$ cat config.mk
export PLATFORM = sky130hd
export DESIGN_NAME = serial_abs
export DESIGN_NICKNAME = d
export VERILOG_FILES = /design/src/rtl/serial_abs_pkg.sv /design/src/rtl/serial_neg_bit.sv /design/src/rtl/serial_abs.sv
export SDC_FILE = /design/constraint.sdc
export NUM_CORES = 1
export LEC_CHECK = 0
export CAP_MARGIN = 0
export CORE_MARGIN = 4
export CORE_UTILIZATION = 45
export CTS_BUF_LIST = sky130_fd_sc_hd__clkbuf_2
export DETAILED_ROUTE_END_ITERATION = 8
export PLACE_DENSITY_LB_ADDON = 0.25
export REMOVE_ABC_BUFFERS = 1
export SKIP_CTS_REPAIR_TIMING = 1
export SLEW_MARGIN = 20
export SYNTH_ARGS = -nofsm -noshare
export SYNTH_HDL_FRONTEND = slang
export SYNTH_SLANG_ARGS = --single-unit
$ cat constraint.sdc
create_clock -name CLK -period 3.52 [get_ports CLK]
set_input_delay 0.704 -clock CLK [delete_from_list [all_inputs] [get_ports CLK]]
set_output_delay 0.704 -clock CLK [all_outputs]
set_load 0.005 [all_outputs]
$ cat src/rtl/serial_abs_pkg.sv
// Shared definitions for the serial absolute-value converter.
package serial_abs_pkg;

    typedef enum logic [1:0] {
        S_IDLE  = 2'd0,
        S_SHIFT = 2'd1,
        S_DONE  = 2'd2
    } state_t;

    // Bit counter width: enough to count 0..width-1.
    function automatic int calc_cntw(input int width);
        return (width <= 1) ? 1 : $clog2(width);
    endfunction

endpackage

$ cat src/rtl/serial_neg_bit.sv
// One-bit serial two's-complement negator cell: s = ~b ^ c, c_next = ~b & c.
module serial_neg_bit (
    input  logic i_clk,
    input  logic i_rst,
    input  logic i_b,
    input  logic i_init,
    input  logic i_en,
    output logic o_s
);

    logic r_carry;

    // Carry seeded to 1 at operand load, then rippled one bit per enabled edge.
    always_ff @(posedge i_clk) begin
        if (i_rst)
            r_carry <= 1'b0;
        else if (i_init)
            r_carry <= 1'b1;
        else if (i_en)
            r_carry <= ~i_b & r_carry;
    end

    assign o_s = ~i_b ^ r_carry;

endmodule

$ cat src/rtl/serial_abs.sv
// Signed-to-sign-magnitude converter; negative operands are negated LSB first.
module serial_abs
    import serial_abs_pkg::*;
#(
    parameter int width = 8
) (
    input  logic             CLK,
    input  logic             RST,
    input  logic             IN_VALID,
    output logic             IN_READY,
    input  logic [width-1:0] IN,
    output logic             OUT_VALID,
    input  logic             OUT_READY,
    output logic [width-1:0] MAG,
    output logic             SIGN,
    output logic             MINNEG
);

    localparam int cntw = calc_cntw(width);
    localparam logic [cntw-1:0] LAST = cntw'(width - 1);

    state_t            r_state;
    logic [width-1:0]  r_shreg;
    logic [cntw-1:0]   r_cnt;
    logic              w_accept;
    logic              w_neg_init;
    logic              w_shift_en;
    logic              w_bit;

    assign w_accept   = IN_VALID && (r_state == S_IDLE);
    assign w_neg_init = w_accept && IN[width-1];
    assign w_shift_en = (r_state == S_SHIFT);

    assign IN_READY  = (r_state == S_IDLE);
    assign OUT_VALID = (r_state == S_DONE);

    serial_neg_bit u_neg (
        .i_clk  (CLK),
        .i_rst  (RST),
        .i_b    (r_shreg[0]),
        .i_init (w_neg_init),
        .i_en   (w_shift_en),
        .o_s    (w_bit)
    );

    // Control FSM plus operand/result shift registers.
    always_ff @(posedge CLK) begin
        if (RST) begin
            r_state <= S_IDLE;
            r_shreg <= '0;
            r_cnt   <= '0;
            MAG     <= '0;
            SIGN    <= 1'b0;
            MINNEG  <= 1'b0;
        end else begin
            case (r_state)
                S_IDLE: begin
                    if (w_accept) begin
                        if (!IN[width-1]) begin
                            // Non-negative: magnitude is the operand itself.
                            MAG     <= IN;
                            SIGN    <= 1'b0;
                            MINNEG  <= 1'b0;
                            r_state <= S_DONE;
                        end else begin
                            r_shreg <= IN;
                            r_cnt   <= '0;
                            SIGN    <= 1'b1;
                            MINNEG  <= (IN[width-2:0] == '0);
                            r_state <= S_SHIFT;
                        end
                    end
                end
                S_SHIFT: begin
                    // Result bits enter at the MSB so bit i settles in MAG[i].
                    MAG     <= {w_bit, MAG[width-1:1]};
                    r_shreg <= {1'b0, r_shreg[width-1:1]};
                    r_cnt   <= r_cnt + cntw'(1);
                    if (r_cnt == LAST)
                        r_state <= S_DONE;
                end
                S_DONE: begin
                    if (OUT_READY)
                        r_state <= S_IDLE;
                end
                default: r_state <= S_IDLE;
            endcase
        end
    end

endmodule

==> results of run 1 <==
-- flip-flops by register name (all words and copies together), names as in the netlist --
name / flops
MINNEG: 1
r_state: 2
SIGN: 1
r_cnt: 3
u_neg.r_carry: 1
r_shreg: 8
MAG: 8
-- critical path: stages (launching register included) --
cell and delay [ns]:
dfxtp_1 0.76, inv_1 0.27, nor2_1 0.16, clkdlybuf4s50_1 0.52
-- power by group through the flow --
stage | clock network (mW) | registers [mW] | logic (mW)
after floorplan | 0 | 0.316 | 0.0659
after global placement | 0 | 0.319 | 0.123
after detailed placement | 0 | 0.319 | 0.125
after CTS | 0.185 | 0.314 | 0.125
after global routing | 0.195 | 0.319 | 0.139
final | 0.183 | 0.315 | 0.125
-- cells in the mapped netlist, drive strengths merged --
| library cell | instances |
|---|---|
| dfxtp | 24 |
| nand2 | 15 |
| a21oi | 12 |
| a311oi | 7 |
| inv | 7 |
| buf | 6 |
| o21ai | 6 |
| o21ba | 6 |
| nor2 | 4 |
| nor2b | 4 |
| o221a | 4 |
| o221ai | 4 |
| clkbuf | 3 |
| ha | 3 |
| nand3 | 3 |
| a31oi | 2 |
| nor3 | 2 |
| nor3b | 2 |
| o21a | 2 |
| a31o | 1 |
| and3 | 1 |
| clkinv | 1 |
| mux2i | 1 |
| nand2b | 1 |
| nand4 | 1 |
| nor4 | 1 |
| nor4b | 1 |
| or4b | 1 |
-- final timing paths --
kind	end	from	slack, ns	cells after the start
worst min-delay path	MINNEG	MINNEG	0.49	2
worst min register to register	MINNEG	MINNEG	0.49	2
worst max-delay path	OUT_VALID	r_state[1]	0.75	3
worst max register to register	r_shreg[1]	r_state[0]	1.65	3
-- cell type report --
type | instances | area (um2)
Clock inverter | 1 | 30.0
Tap cell | 28 | 35.0
Multi-Input combinational cell | 84 | 562
Inverter | 8 | 30.0
Fill cell | 209 | 907
Timing Repair Buffer | 24 | 238
Sequential cell | 24 | 480
Clock buffer | 3 | 15.0
-- kinds of logic after synthesis --
logic type | synth area share (%)
flip-flops | 42.9
AND/OR/NAND/NOR | 16.3
AO/OA/AOI/OAI | 29.6
multiplexers | 0.893
adder cells (fa/ha/maj) | 3.35
buffers and inverters | 7.03
-- per-layer routing --
metal / GRT usage (%) / vias up
met1: 23.8 / 474
met5: 0 / -
li1: - / 498
met3: 3.12 / 7
met2: 27.6 / 35
met4: 8.61 / 0
-- stage by stage --
stage | cell area, um2 | utilization, % | hold WS [ns]
floorplan | 1070 | - | 0.430
CTS | 1390 | 60.5 | 0.492
global placement | 1350 | 58.6 | 0.451
detailed placement | 1350 | 58.6 | 0.461
global route | 1390 | 60.5 | 0.509
finish | 1390 | 60.5 | 0.491
==> impl_metrics.sql, run 1 <==
INSERT INTO impl_metrics (metric_group, metric, value, unit) VALUES
('worst_setup_path', 'timing.critical_path.required', '2.82', 'ns'),
('power_and_ir_drop', 'p_per_area', '448', 'mW/mm2'),
('synth', 'flip_flop_and_latch_count_after_synthesis', '24', ''),
('finish', 'syn2layout_area_growth', '24.0', '%'),
('finish', 'post_layout_nonfiller_instances', '172', ''),
('power_and_ir_drop', 'power_frac_seq', '50.5', '%'),
('synth', 'synthDominantCellAreaShare', '42.9', '%'),
('floorplan', 'initial_standard_cell_utilization_of_the_core', '48.8', '%'),
('synth', 'synth.area.top_cells', 'dfxtp_1, a311oi_1, o21ba_2', ''),
('finish', 'antenna_cells', '0', ''),
('worst_setup_path', 'critPathMaxFanout', '19', ''),
('route', 'initialDrtViolationCount', '24', ''),
('synth', 'synth.avg_cell_area', '8.97', 'um2'),
('global_route', 'grt_antenna_before_repair', '0', ''),
('placed_design', 'dp_worst_setup_slack', '1.17', 'ns'),
('global_route', 'overflow', '0', ''),
('min_path', 'timing.hold.worst.class', 'reg2reg', ''),
('sta', 'achievable-frequency', '361', 'MHz'),
('worst_setup_path', 'setup.worst_path.class', 'reg2out', ''),
('global_route', 'grt_first_pass_wirelength', '4640', 'um'),
('route', 'detail_route.wl_per_cell', '15.4', 'um'),
('placed_design', 'place.detailed.instances', '168', ''),
('sta', 'tightest_slew', '0.816', 'ns'),
('sta', 'rsz_0062_raised_after_global_routing', 'false', ''),
('route', 'detailedRoute.firstPassIterationCount', '4', ''),
('global_route', 'groute.usage.overall', '17.8', '%'),
('floorplan', 'die_area', '0.00335', 'mm2'),
('clocking', 'cts_tree', 'built', ''),
('global_route', 'grt_pass1_vias', '999', ''),
('worst_setup_path', 'start_kind', 'register', ''),
('route', 'drt_wl_total', '2660', 'um'),
('synth', 'synth.lib_cells_used.distinct', '33', ''),
('sta', 'timing.final.setup_violations', '0', ''),
('synth', 'synth.cell_area', '0.00112', 'mm2'),
('clocking', 'cts.path.max_buffers', '2', ''),
('power_and_ir_drop', 'power_report.internal_total', '463', 'uW'),
('route', 'route.vias.total', '1014', ''),
('flow_run', 'maxCapViolCount', '0', ''),
('status', 'run_status', 'completed', ''),
('sta', 'slew-limit-headroom', '45.5', '%'),
('worst_setup_path', 'end_kind', 'primary output', ''),
('floorplan', 'chipWidth', '57.9', 'um'),
('synth', 'yosysSeqAreaShare', '42.9', '%'),
('finish', 'most-common-layout-cells', 'dfxtp_1, clkdlybuf4s50_1, nand2_1', ''),
('route', 'top_signal_layer_used', 'met4', ''),
('sta', 'post-route-min-period', '2.77', 'ns'),
('route', 'met1Wirelength', '1190', 'um'),
('finish', 'layout_commonest_cell', 'dfxtp_1', ''),
('power_and_ir_drop', 'power_leakage', '0.506', 'nW'),
('clocking', 'path_clk_slew', '0.24', 'ns'),
('placed_design', 'port_bufs', '23', ''),
('power_and_ir_drop', 'sw_frac_of_total', '25.7', '%'),
('global_route', 'grt_start_max_net_pins', '20', ''),
('floorplan', 'die-height', '57.9', 'um'),
('floorplan', 'placementRows', '17', ''),
('route', 'dr_wl_met3', '147', 'um'),
('worst_setup_path', 'worst_ep_arrival_time', '2.06', 'ns'),
('clocking', 'cts_root_buffer', 'clkbuf_2', ''),
('placed_design', 'final_estimated_routing_congestion_in_global_placement', '0.806', ''),
('power_and_ir_drop', 'comb_power_share', '20.1', '%'),
('sta', 'final.setup.tns', '0', 'ns'),
('route', 'wl_met2', '1260', 'um'),
('sta', 'timing.final.crit_share', '78.7', '%'),
('floorplan', 'fp.coreArea', '0.00230', 'mm2'),
('finish', 'finish.net_count', '160', ''),
('power_and_ir_drop', 'power.ir.vdd_worst', '0.281', 'mV'),
('clocking', 'cts_inserted_buffers', '3', ''),
('finish', 'post_route_cells_drive_above_1_share', '10.4', '%'),
('sta', 'report.final.slew_viol_count', '0', ''),
('route', 'ant_nets', '0', ''),
('synth', 'synth_top_area_cell', 'dfxtp_1', '');
No activity file was read; power rests on OpenSTA's default activity.
==> inputs of run 2 (changes only) <==
==> constraint.sdc (replaced) <==
create_clock -name CLK -period 2.72 [get_ports CLK]
set_input_delay 0.544 -clock CLK [delete_from_list [all_inputs] [get_ports CLK]]
set_output_delay 0.544 -clock CLK [all_outputs]
set_load 0.005 [all_outputs]
==> run 2 against run 1 <==
Effect of this change: global-route usage is 0.26 points higher; hold slack worse by 0.0079 ns; sequential power rose by 28%; total power grew 14%; die area is the same; register-to-register slack worse by 0.79 ns; clock skew shrank 0.015 ns; flip-flop and latch count unchanged; sequential share of layout area is 0.28 points higher; combinational power up 36%; via count up 1.3%; clock power decreased by 26%; largest power group unchanged.
==> impl_metrics.sql, run 2 (same netlist as run 1, synthesis figures left out) <==
INSERT INTO impl_metrics (metric_group, metric, value, unit) VALUES
('placed_design', 'final_estimated_routing_congestion_in_global_placement', '0.803', ''),
('worst_setup_path', 'regToRegSetupSlack', '0.86', 'ns'),
('global_route', 'grt_first_pass_wirelength', '4770', 'um'),
('worst_setup_path', 'setup.worst_path.class', 'reg2out', ''),
('worst_setup_path', 'cp.buffers_inverters', '1', ''),
('global_route', 'overflow', '0', ''),
('sta', 'final.setup.tns', '0', 'ns'),
('worst_setup_path', 'timing.critical_path.required', '2.18', 'ns'),
('floorplan', 'placementRows', '17', ''),
('finish', 'finish.net_count', '162', ''),
('sta', 'tightest_slew', '0.860', 'ns'),
('route', 'drt-vias-per-instance', '5.90', ''),
('route', 'initialDrtViolationCount', '39', ''),
('floorplan', 'die_area', '0.00335', 'mm2'),
('route', 'drcViolationCount', '0', ''),
('sta', 'rsz_0062_raised_after_global_routing', 'false', ''),
('worst_setup_path', 'critical_path.cell_chain', 'nor2_1 > clkdlybuf4s50_1', ''),
('clocking', 'path_clk_slew', '0.22', 'ns'),
('route', 'drt_wl_total', '2690', 'um'),
('worst_setup_path', 'end_kind', 'primary output', ''),
('sta', 'worst_hold_slack', '0.483', 'ns'),
('worst_setup_path', 'start_kind', 'register', ''),
('route', 'route.vias.total', '1027', ''),
('floorplan', 'chipWidth', '57.9', 'um'),
('power_and_ir_drop', 'power.ir.vdd_worst', '0.319', 'mV'),
('worst_setup_path', 'worst_r2r_endpoint', 'r_shreg[4]', ''),
('clocking', 'cts-htree-levels', '1', ''),
('route', 'detail_route.wl_per_cell', '15.5', 'um'),
('flow_run', 'maxCapViolCount', '0', ''),
('placed_design', 'dp.final_hpwl', '1900', 'um'),
('status', 'run_status', 'completed', ''),
('power_and_ir_drop', 'p_per_area', '514', 'mW/mm2'),
('clocking', 'clk_latency', '0.33', 'ns'),
('route', 'detailedRoute.firstPassIterationCount', '5', ''),
('worst_setup_path', 'cp_slowest_stage_delay', '0.63', 'ns'),
('global_route', 'grt_start_max_net_pins', '19', ''),
('floorplan', 'die-height', '57.9', 'um'),
('clocking', 'total_number_of_clock_tree_sinks', '24', ''),
('sta', 'slew-limit-headroom', '42.6', '%'),
('sta', 'timing.final.setup_violations', '0', ''),
('power_and_ir_drop', 'total_power', '709', 'uW'),
('finish', 'post_route_cells_drive_above_1_share', '11.0', '%'),
('sta', 'worst_clock_skew', '0.00728', 'ns'),
('worst_setup_path', 'timing.reg2reg.worst_path_depth', '3', ''),
('worst_setup_path', 'critPathTopFamily', 'flip-flops', ''),
('placed_design', 'port_bufs', '23', ''),
('finish', 'largestRegisters', 'MAG: 8 flops, r_shreg: 8 flops, r_cnt: 3 flops', ''),
('global_route', 'groute.usage.overall', '18.1', '%'),
('power_and_ir_drop', 'power_leakage', '0.504', 'nW'),
('min_path', 'holdPathStages', '2', ''),
('worst_setup_path', 'worst_ep_arrival_time', '1.53', 'ns'),
('clocking', 'cts_root_buffer', 'clkbuf_2', ''),
('global_route', 'grt_antenna_before_repair', '0', ''),
('sta', 'report.final.hold_viol_count', '0', ''),
('min_path', 'timing.hold.worst.class', 'reg2reg', ''),
('sta', 'timing.final.crit_share', '76.3', '%'),
('floorplan', 'initial_standard_cell_utilization_of_the_core', '48.8', '%'),
('worst_setup_path', 'cp_slowest_cell', 'dfxtp_1', ''),
('placed_design', 'place.detailed.instances', '170', ''),
('placed_design', 'placement.cell_area', '0.00136', 'mm2'),
('clocking', 'cts_tree', 'built', ''),
('global_route', 'grt_pass1_vias', '1005', ''),
('finish', 'nFillCells', '216', ''),
('sta', 'worst_slack', '0.646', 'ns'),
('sta', 'achievable-frequency', '482', 'MHz'),
('clocking', 'cts.path.max_buffers', '2', ''),
('min_path', 'hold_path_end', 'MAG[6]', ''),
('floorplan', 'pin_count', '24', ''),
('finish', 'layout_commonest_cell', 'dfxtp_1', ''),
('sta', 'report.final.slew_viol_count', '0', ''),
('finish', 'final_cell_utilization_of_the_core', '60.0', '%'),
('finish', 'most-common-layout-cells', 'dfxtp_1, clkdlybuf4s50_1, nand2_1', ''),
('sta', 'post-route-min-period', '2.07', 'ns'),
('clocking', 'cts_inserted_buffers', '3', ''),
('finish', 'post_layout_nonfiller_instances', '174', ''),
('floorplan', 'fp.coreArea', '0.00230', 'mm2'),
('worst_setup_path', 'r2r_start', 'r_state[0]', ''),
('placed_design', 'dp_worst_setup_slack', '0.563', 'ns'),
('route', 'ant_nets', '0', ''),
('finish', 'postLayoutCellArea', '0.00138', 'mm2'),
('finish', 'syn2layout_area_growth', '23.0', '%'),
('finish', 'antenna_cells', '0', ''),
('min_path', 'worst_hold_startpoint', 'MAG[6]', ''),
('worst_setup_path', 'critPathMaxFanout', '14', '');
run 2: layout make-up:
type	instances	area (um2)	area share [%]
Clock buffer	3	15.0	1.09
Clock inverter	1	3.75	0.272
Inverter	8	30.0	2.18
Multi-Input combinational cell	84	562	40.7
Sequential cell	24	480	34.8
Tap cell	28	35.0	2.54
Timing Repair Buffer	26	253	18.3
run 2: report_power, final:
group / internal, mW / total [mW] / switching (mW)
sequential: 0.383 / 0.404 / 0.0205
clock: 0.0320 / 0.135 / 0.103
combinational: 0.0921 / 0.170 / 0.0784
run 2: worst max-delay path by stage:
stage	from	end	slack (ns)	depth (start not counted)
3_5_place_dp	IN[7]	MAG[3]	0.56	4
3_3_place_gp	IN[7]	MAG[5]	0.58	4
4_1_cts	r_state[0]	IN_READY	0.62	2
2_1_floorplan	IN[7]	MAG[0]	1.23	2
5_1_grt	r_state[0]	IN_READY	0.54	2
6_report	r_state[0]	IN_READY	0.65	2
run 2: worst register-to-register path, cell delays in order (launching register included):
cell,delay (ns)
dfxtp_1,0.63
nor2b_1,0.75
nand2_1,0.11
a311oi_1,0.30
run 2: layer usage:
| layer | part of all wire [%] | vias to the layer above | global-route usage [%] |
|---|---|---|---|
| li1 | - | 504 | - |
| met1 | 47 | 488 | 25.5 |
| met2 | 47 | 33 | 28.2 |
| met3 | 5.4 | 2 | 2.90 |
| met4 | 0.45 | 0 | 5.30 |
| met5 | 0 | - | 0 |
==> inputs of run 3 (changes only) <==
==> constraint.sdc (replaced) <==
create_clock -name CLK -period 1.85 [get_ports CLK]
set_input_delay 0.37 -clock CLK [delete_from_list [all_inputs] [get_ports CLK]]
set_output_delay 0.37 -clock CLK [all_outputs]
set_load 0.005 [all_outputs]
==> run 3 against run 2 <==
Effect of this change: critical path depth fell by 1; non-clock buffer count rose by 13; hold slack got worse by 0.038 ns; utilization rose by 6.0 points; final cell count rose by 7.5%; clock skew rose by 0.0062 ns; sequential power rose by 47%.
==> impl_metrics.sql, run 3 (same netlist as run 1, synthesis figures left out) <==
INSERT INTO impl_metrics (metric_group, metric, value, unit) VALUES
('clocking', 'cts_inserted_buffers', '3', ''),
('power_and_ir_drop', 'sw_frac_of_total', '26.1', '%'),
('clocking', 'path_clk_slew', '0.24', 'ns'),
('finish', 'finish.net_count', '175', ''),
('worst_setup_path', 'worst_ep_arrival_time', '1.31', 'ns'),
('global_route', 'grt_first_pass_wirelength', '5000', 'um'),
('route', 'drcViolationCount', '0', ''),
('power_and_ir_drop', 'p_per_area', '809', 'mW/mm2'),
('worst_setup_path', 'start_kind', 'register', ''),
('placed_design', 'dp.final_hpwl', '2050', 'um'),
('route', 'drt-vias-per-instance', '5.75', ''),
('placed_design', 'place.detailed.instances', '178', ''),
('global_route', 'grt_antenna_before_repair', '0', ''),
('worst_setup_path', 'cp_slowest_cell', 'clkdlybuf4s50_1', ''),
('route', 'drt_wl_total', '2900', 'um'),
('clocking', 'cts_root_buffer', 'clkbuf_2', ''),
('sta', 'report.final.slew_viol_count', '0', ''),
('sta', 'post-route-min-period', '1.68', 'ns'),
('clocking', 'cts-htree-levels', '1', ''),
('finish', 'post_route_cells_drive_above_1_share', '20.8', '%'),
('global_route', 'groute.usage.overall', '19.0', '%'),
('clocking', 'total_number_of_clock_tree_sinks', '24', ''),
('route', 'ant_nets', '0', ''),
('global_route', 'overflow', '0', ''),
('floorplan', 'die-height', '57.9', 'um'),
('sta', 'slew-limit-headroom', '69.4', '%'),
('finish', 'nFillCells', '199', ''),
('global_route', 'grt_pass1_vias', '1069', ''),
('power_and_ir_drop', 'power_leakage', '0.601', 'nW'),
('route', 'detail_route.wl_per_cell', '15.5', 'um'),
('global_route', 'grt_start_max_net_pins', '17', ''),
('floorplan', 'fp.coreArea', '0.00230', 'mm2'),
('worst_setup_path', 'cp_slowest_stage_delay', '0.52', 'ns'),
('sta', 'worst_clock_skew', '0.0135', 'ns'),
('sta', 'worst_slack', '0.170', 'ns'),
('floorplan', 'pin_count', '24', ''),
('clocking', 'cts.path.max_buffers', '2', ''),
('finish', 'largestRegisters', 'MAG: 8 flops, r_shreg: 8 flops, r_cnt: 3 flops', ''),
('finish', 'antenna_cells', '0', ''),
('sta', 'rsz_0062_raised_after_global_routing', 'false', ''),
('power_and_ir_drop', 'comb_power_share', '22.6', '%'),
('floorplan', 'chipWidth', '57.9', 'um'),
('finish', 'layout_commonest_cell', 'dfxtp_1', ''),
('min_path', 'timing.hold.worst.class', 'reg2reg', ''),
('worst_setup_path', 'timing.critical_path.required', '1.48', 'ns'),
('sta', 'achievable-frequency', '595', 'MHz'),
('floorplan', 'initial_standard_cell_utilization_of_the_core', '48.8', '%'),
('worst_setup_path', 'setup.worst_path.class', 'reg2out', ''),
('power_and_ir_drop', 'switchingPower', '321', 'uW'),
('route', 'detailedRoute.firstPassIterationCount', '4', ''),
('power_and_ir_drop', 'power_report.internal_total', '906', 'uW'),
('placed_design', 'dp_worst_setup_slack', '-0.0493', 'ns'),
('sta', 'timing.final.setup_violations', '0', ''),
('placed_design', 'port_bufs', '23', ''),
('flow_run', 'maxCapViolCount', '0', ''),
('worst_setup_path', 'critPathTopFamily', 'buffers and inverters', ''),
('finish', 'syn2layout_area_growth', '35.3', '%'),
('route', 'route.vias.total', '1076', ''),
('worst_setup_path', 'regToRegSetupSlack', '0.17', 'ns'),
('sta', 'tightest_slew', '0.459', 'ns'),
('worst_setup_path', 'cp.buffers_inverters', '1', ''),
('power_and_ir_drop', 'p_clk_share', '29.0', '%'),
('worst_setup_path', 'end_kind', 'primary output', ''),
('clocking', 'cts_tree', 'built', ''),
('finish', 'most-common-layout-cells', 'dfxtp_1, clkdlybuf4s50_1, buf_4', ''),
('route', 'initialDrtViolationCount', '45', ''),
('sta', 'timing.final.crit_share', '90.8', '%'),
('power_and_ir_drop', 'power.ir.vdd_worst', '0.522', 'mV'),
('floorplan', 'placementRows', '17', ''),
('placed_design', 'final_estimated_routing_congestion_in_global_placement', '0.872', ''),
('worst_setup_path', 'critPathMaxFanout', '3', ''),
('sta', 'report.final.hold_viol_count', '0', ''),
('finish', 'post_layout_nonfiller_instances', '187', ''),
('status', 'run_status', 'completed', ''),
('clocking', 'clk_latency', '0.36', 'ns'),
('power_and_ir_drop', 'power_frac_seq', '48.4', '%'),
('floorplan', 'die_area', '0.00335', 'mm2'),
('worst_setup_path', 'critical_path.cell_chain', 'clkdlybuf4s50_1', '');
## run 3: changes by cell type in the layout (fill, tap and decap cells not counted), sizes merged
| cell | delta |
|---|---|
| buf | +13 |
| dlymetal6s2s | +2 |
| clkinvlp | +1 |
| clkinv | -1 |
| bufinv | +1 |
| clkdlybuf4s50 | -2 |
| inv | -1 |
## run 3: final timing paths
path,startpoint,to,cells after the start
min,r_state[1],r_state[0],1
max,MAG[4],MAG[4],1
max reg2reg,r_state[1],MAG[1],5
min reg2reg,r_state[1],r_state[0],1
## run 3: metrics by stage
step                util, %  setup TNS (ns)  hold WS (ns)  area, um2  total power [mW]
finish                 66.0               0         0.445       1520              1.23
global route           66.0               0         0.469       1520              1.29
CTS                    63.8          -0.229         0.492       1470              1.22
detailed placement     61.8          -0.213         0.464       1420             0.870
global placement       61.8               0         0.449       1420             0.863
floorplan                 -               0         0.430       1070             0.727
## run 3: power groups by stage
stage	registers, mW	clock network (mW)	logic, mW
3_3_place_gp	0.603	0	0.260
3_5_place_dp	0.604	0	0.266
2_1_floorplan	0.602	0	0.125
6_report	0.594	0.356	0.277
5_1_grt	0.601	0.379	0.306
4_1_cts	0.595	0.362	0.267
## run 3: metal layers
layer / part of all wire [%] / vias up / GRT usage (%) / routed length, um
met5: 0 / - / 0 / 0
met4: 1.5 / 0 / 6.95 / 44
met3: 5.9 / 5 / 2.45 / 170
met2: 48 / 40 / 30.3 / 1390
met1: 45 / 507 / 26.1 / 1290
li1: - / 524 / - / -
## run 3: cell type report
class                           count  area, um2  share of cell area, %
Clock inverter                      1       30.0                   1.98
Timing Repair Buffer               39        355                   23.4
Sequential cell                    24        485                   32.0
Tap cell                           28       35.0                   2.31
Clock buffer                        3       15.0                  0.990
Multi-Input combinational cell     84        562                   37.0
Inverter                            8       33.8                   2.23
